## src/rtl/dot_seq.sv

```systemverilog
// Dot product of two C-element float vectors using one shared external multiplier and adder.
// Each unit gets a one-cycle start, then the sequencer waits for its done; a unit that never answers ends the operation with err.
module dot_seq #(
  parameter int S   = 32,
  parameter int C   = 4,
  parameter int TMO = 255
) (
  input  logic           clk,
  input  logic           rst,
  input  logic           start,
  input  logic [S*C-1:0] a,
  input  logic [S*C-1:0] b,
  output logic           busy,
  output logic           done,
  output logic [S-1:0]   o,
  output logic           nan,
  output logic           overflow,
  output logic           underflow,
  output logic           err,
  output logic           mul_start,
  output logic [S-1:0]   mul_op1,
  output logic [S-1:0]   mul_op2,
  input  logic [S-1:0]   mul_out,
  input  logic           mul_done,
  input  logic           mul_nan,
  input  logic           mul_ovf,
  input  logic           mul_unf,
  output logic           add_start,
  output logic [S-1:0]   add_op1,
  output logic [S-1:0]   add_op2,
  input  logic [S-1:0]   add_out,
  input  logic           add_done,
  input  logic           add_nan,
  input  logic           add_ovf,
  input  logic           add_unf
);

  localparam int KW = (C > 1) ? $clog2(C) : 1;
  localparam int TW = (TMO > 1) ? $clog2(TMO + 1) : 1;

  typedef enum logic [2:0] {
    IDLE     = 3'd0,
    MUL_REQ  = 3'd1,
    MUL_WAIT = 3'd2,
    ADD_REQ  = 3'd3,
    ADD_WAIT = 3'd4,
    DONE     = 3'd5
  } state_t;

  state_t         state;
  logic [S*C-1:0] a_r;
  logic [S*C-1:0] b_r;
  logic [S-1:0]   acc;
  logic [S-1:0]   prod;
  logic [KW-1:0]  k;
  logic [TW-1:0]  tmo_cnt;

  logic [KW-1:0]  k_nxt;
  logic           last;
  logic           tmo_hit;

  assign k_nxt   = k + KW'(1);
  assign last    = (k == KW'(C - 1));
  assign tmo_hit = (tmo_cnt == TW'(TMO - 1));

  // Element 0 sits in the most-significant slot.
  function automatic logic [S-1:0] elem(input logic [S*C-1:0] v, input logic [KW-1:0] i);
    return v[S*(C-1-int'(i)) +: S];
  endfunction

  always_ff @(posedge clk or posedge rst) begin
    if (rst) begin
      state     <= IDLE;
      busy      <= 1'b0;
      done      <= 1'b0;
      err       <= 1'b0;
      nan       <= 1'b0;
      overflow  <= 1'b0;
      underflow <= 1'b0;
      mul_start <= 1'b0;
      add_start <= 1'b0;
      o         <= '0;
      acc       <= '0;
      prod      <= '0;
      a_r       <= '0;
      b_r       <= '0;
      mul_op1   <= '0;
      mul_op2   <= '0;
      add_op1   <= '0;
      add_op2   <= '0;
      k         <= '0;
      tmo_cnt   <= '0;
    end else begin
      done      <= 1'b0;
      mul_start <= 1'b0;
      add_start <= 1'b0;
      case (state)
        IDLE: begin
          if (start) begin
            a_r       <= a;
            b_r       <= b;
            acc       <= '0;
            nan       <= 1'b0;
            overflow  <= 1'b0;
            underflow <= 1'b0;
            err       <= 1'b0;
            k         <= '0;
            busy      <= 1'b1;
            mul_start <= 1'b1;
            mul_op1   <= elem(a, '0);
            mul_op2   <= elem(b, '0);
            state     <= MUL_REQ;
          end
        end
        MUL_REQ: begin
          tmo_cnt <= '0;
          state   <= MUL_WAIT;
        end
        MUL_WAIT: begin
          if (mul_done) begin
            prod      <= mul_out;
            nan       <= nan | mul_nan;
            overflow  <= overflow | mul_ovf;
            underflow <= underflow | mul_unf;
            if (k == '0) begin
              // First product seeds the accumulator; no add needed.
              acc <= mul_out;
              if (last) begin
                o     <= mul_out;
                done  <= 1'b1;
                state <= DONE;
              end else begin
                k         <= k_nxt;
                mul_start <= 1'b1;
                mul_op1   <= elem(a_r, k_nxt);
                mul_op2   <= elem(b_r, k_nxt);
                state     <= MUL_REQ;
              end
            end else begin
              add_start <= 1'b1;
              add_op1   <= acc;
              add_op2   <= mul_out;
              state     <= ADD_REQ;
            end
          end else if (tmo_hit) begin
            err   <= 1'b1;
            o     <= acc;
            done  <= 1'b1;
            state <= DONE;
          end else begin
            tmo_cnt <= tmo_cnt + TW'(1);
          end
        end
        ADD_REQ: begin
          tmo_cnt <= '0;
          state   <= ADD_WAIT;
        end
        ADD_WAIT: begin
          if (add_done) begin
            acc       <= add_out;
            nan       <= nan | add_nan;
            overflow  <= overflow | add_ovf;
            underflow <= underflow | add_unf;
            if (last) begin
              o     <= add_out;
              done  <= 1'b1;
              state <= DONE;
            end else begin
              k         <= k_nxt;
              mul_start <= 1'b1;
              mul_op1   <= elem(a_r, k_nxt);
              mul_op2   <= elem(b_r, k_nxt);
              state     <= MUL_REQ;
            end
          end else if (tmo_hit) begin
            err   <= 1'b1;
            o     <= acc;
            done  <= 1'b1;
            state <= DONE;
          end else begin
            tmo_cnt <= tmo_cnt + TW'(1);
          end
        end
        DONE: begin
          busy  <= 1'b0;
          state <= IDLE;
        end
        default: state <= IDLE;
      endcase
    end
  end

endmodule

```

## config.mk

```make
export PLATFORM = sky130hd
export DESIGN_NAME = dot_seq
export DESIGN_NICKNAME = d
export VERILOG_FILES = /design/src/rtl/dot_seq.sv
export SDC_FILE = /design/constraint.sdc
export NUM_CORES = 1
export LEC_CHECK = 0
export ABC_AREA = 0
export CORE_MARGIN = 1
export CORE_UTILIZATION = 46
export CTS_CLUSTER_DIAMETER = 60
export CTS_CLUSTER_SIZE = 28
export DETAILED_ROUTE_END_ITERATION = 16
export GPL_ROUTABILITY_DRIVEN = 0
export GPL_TIMING_DRIVEN = 0
export MAX_ROUTING_LAYER = met4
export PLACE_DENSITY = 0.78
export SLEW_MARGIN = 20
export SYNTH_ARGS = -nofsm -noshare
export SYNTH_HDL_FRONTEND = slang
export SYNTH_SLANG_ARGS = --single-unit
```

## constraint.sdc

```tcl
create_clock -name clk -period 14.83 [get_ports clk]
set_input_delay 1.483 -clock clk [delete_from_list [all_inputs] [get_ports clk]]
set_output_delay 1.483 -clock clk [all_outputs]
set_load 0.01 [all_outputs]
```

==> flow_summary.yaml <==
status:
  status: "finished, final reports clean"
setup_path:
  cp-start-kind: "flop"
  critPathBufInv: 5
  crit_family: "buffers and inverters"
  crit_start: "k[0]$_DFFE_PP0P_"
  slowest_stage: "clkbuf_1"
  critical-path-max-stage-delay_ns: 0.65
  crit_arrival_ns: 4.32
  cp_data_required_time_ns: 15.26
  rr_startpoint: "k[0]$_DFFE_PP0P_"
  critPathCaptureType: "flop"
  crit_type: "flop to flop"
  critical_path.max_fanout: 10
  worstPathCellList: "buf_4, buf_4, inv_1, ha_1, clkbuf_1, clkbuf_1, mux4_2, mux2_2, mux2_1"
sta:
  fin_crit_ns: 3.89
  finalMaxSlewViolations: 0
  setup_viol: 0
  holdWs_ns: 0.495
  rsz0062_at_grt: "no"
  min_period_over_period_pct: 26.2
  setup_tns_ns: 0
  worst_pin_slew_ns: 0.999
  max_slew_margin_pct: 33.4
  finalHoldViolCount: 0
  clock-skew-final_ns: 0.0316
  fmax_mhz: 257
  fin_ws_ns: 10.94
yosys:
  synth_edf_count: 0
  synth-async-reset-ratio_pct: 100
  syn_inst: 1444
  syn-num-nets: 1780
  yosysWarnings: 0
  ys_seq_area_share_pct: 55.1
  synth-seq-cells: 469
  syn_area_mm2: 0.0213
  synth.avg_cell_area_um2: 14.7
  ys_types: 50
  synth_ff_type: "dfrtp_1"
global_route:
  grt_pass1_vias: 15952
  grt_pass1_wl_mm: 98.1
  antenna_found_initial: 9
  grt_max_degree: 111
  grt-ovfl-total: 0
  track_usage_pct: 28.4
finish:
  final_common_cell: "clkdlybuf4s50_1"
  fin_area_mm2: 0.0284
  multi_input_area_mm2: 0.00887
  final_util_pct: 62.4
  drive_gt1_share_pct: 33.4
  final_cell_mix: "clkdlybuf4s50_1, mux2_2, dfrtp_1, mux4_2, and3_1"
  synthToLayoutAreaGrowth_pct: 33.3
  nets: 2320
  fillers: 3506
  seq_area_mm2: 0.0117
run:
  maxCapViolCount: 0
floorplan:
  chipHeight_um: 217
  io_pins: 499
  rows: 78
  die-area_mm2: 0.0472
  core_area_mm2: 0.0455
  die_w_um: 217
  start_util_pct: 46.8
drt:
  routed_via_density: 5.73
  routedWlPerCell_um: 24.8
  drc: 0
  dr_total_vias: 14997
  drtAntennaViolNets: 0
  drt_wl_total_mm: 64.8
  drt_first_iter_violations: 1293
  first_pass_iters: 6
clocking:
  cts_tree: "yes"
  insertion_delay_ns: 0.58
  postCtsResizedCells: 0
  cts_sinks: 469
  cts_buffer_depth: 3
  numCtsBuffers: 36
  clk_pin_slew_worst_paths_ns: 0.07
  clockRootBuffer: "clkbuf_16"
  ctsHoldBuffers: 0
  cts_setup_buffers: 0
  h-tree-depth: 2
min_path:
  hp-class: "flop to flop"
  min_from: "mul_op2[6]$_DFFE_PP0P_"
pwr:
  p_leak_nw: 12.1
  vdd_drop_max_v: 0.000144
  power_density_mw_per_mm2: 209
placed_design:
  dp_slack_ns: 10.54
  placed_area_mm2: 0.0271
  hpwl_mm: 47.8
  io_buffers: 498
-- state kept, by name, indices dropped and copies added, names as in the netlist, 2 cells and up --
signal,flops
b_r,128
mul_op2,32
a_r,128
tmo_cnt,8
o,32
add_op1,32
acc,32
mul_op1,32
k,2
state,3
add_op2,32
-- stage by stage --
step	std cells	total power [W]
global placement	2542	0.00481
global route	2618	0.00623
CTS	2610	0.00595
floorplan	1444	0.00389
detailed placement	2546	0.00490
finish	2618	0.00592
-- where the power goes --
group | leakage, nW | internal, W | switching, W | total (W)
clock | 0.589 | 0.000526 | 0.000513 | 0.00104
combinational | 5.87 | 0.00156 | 0.00112 | 0.00268
sequential | 5.62 | 0.00188 | 0.000320 | 0.00220
total | 12.1 | 0.00397 | 0.00195 | 0.00592
-- per-layer routing --
layer | vias up | routed length, um | share of wire (%) | track usage, %
met5 | - | 0 | 0 | -
met4 | 0 | 1970 | 3.0 | 9.91
met3 | 120 | 5350 | 8.3 | 6.75
met2 | 656 | 32200 | 50 | 46.5
met1 | 7746 | 25300 | 39 | 34.4
li1 | 6475 | - | - | -
-- path summary, 6_finish.rpt --
path / endpoint / slack, ns / depth (start not counted)
max: mul_op2[5]$_DFFE_PP0P_ / 10.94 / 9
min: mul_op2[6]$_DFFE_PP0P_ / 0.49 / 1
max reg2reg: mul_op2[5]$_DFFE_PP0P_ / 10.94 / 9
min reg2reg: mul_op2[6]$_DFFE_PP0P_ / 0.49 / 1
max in group asynchronous: b_r[24]$_DFFE_PP0P_ / 11.56 / 5
min in group asynchronous: add_op2[26]$_DFFE_PP0P_ / 1.34 / 2
-- cells in the mapped netlist (2+ instances only) --
master / number / share of area, %
inv_1: 40 / 0.71
dfrtp_1: 469 / 55
mux2_1: 11 / 0.58
o32ai_1: 32 / 1.3
o21ai_0: 6 / 0.14
or4_1: 2 / 0.070
buf_4: 6 / 0.21
o21a_1: 4 / 0.14
nor2b_1: 3 / 0.088
buf_2: 55 / 1.3
a31o_2: 2 / 0.082
nand3_1: 8 / 0.19
o31ai_1: 4 / 0.14
nand2_1: 21 / 0.37
mux4_2: 64 / 6.8
buf_6: 4 / 0.21
nor3_1: 7 / 0.16
or2_2: 3 / 0.088
ha_1: 5 / 0.29
mux2_2: 470 / 25
a21oi_1: 10 / 0.24
nand2b_1: 4 / 0.12
a311oi_1: 28 / 1.2
or3_1: 2 / 0.059
buf_1: 2 / 0.035
nor2_1: 10 / 0.18
mux2i_1: 11 / 0.52
and3_1: 58 / 1.7
clkbuf_1: 44 / 0.78
nand4_1: 2 / 0.059
a31oi_1: 7 / 0.21
a22o_1: 32 / 1.3
-- cell families (layout without fill, tap and decap cells) --
family	count (synthesis)	count (layout)	share of synthesized area, %
flip-flops	469	469	55.1
other	0	8	0
adder cells (fa/ha/maj)	5	5	0.294
AO/OA/AOI/OAI	135	135	5.19
buffers and inverters	151	717	3.23
AND/OR/NAND/NOR	128	128	3.45
multiplexers	556	556	32.7
-- cell type report --
class	count	area share, %
well taps	600	2.64
repair buffers	502	17.9
diodes	8	0.0705
plain buffers	111	1.90
inverters	40	0.555
clock buffers	44	3.43
clock inverters	20	0.860
multi-input cells	824	31.2
flip-flops and latches	469	41.3
Note: power is estimated with default switching activity, not from simulation.
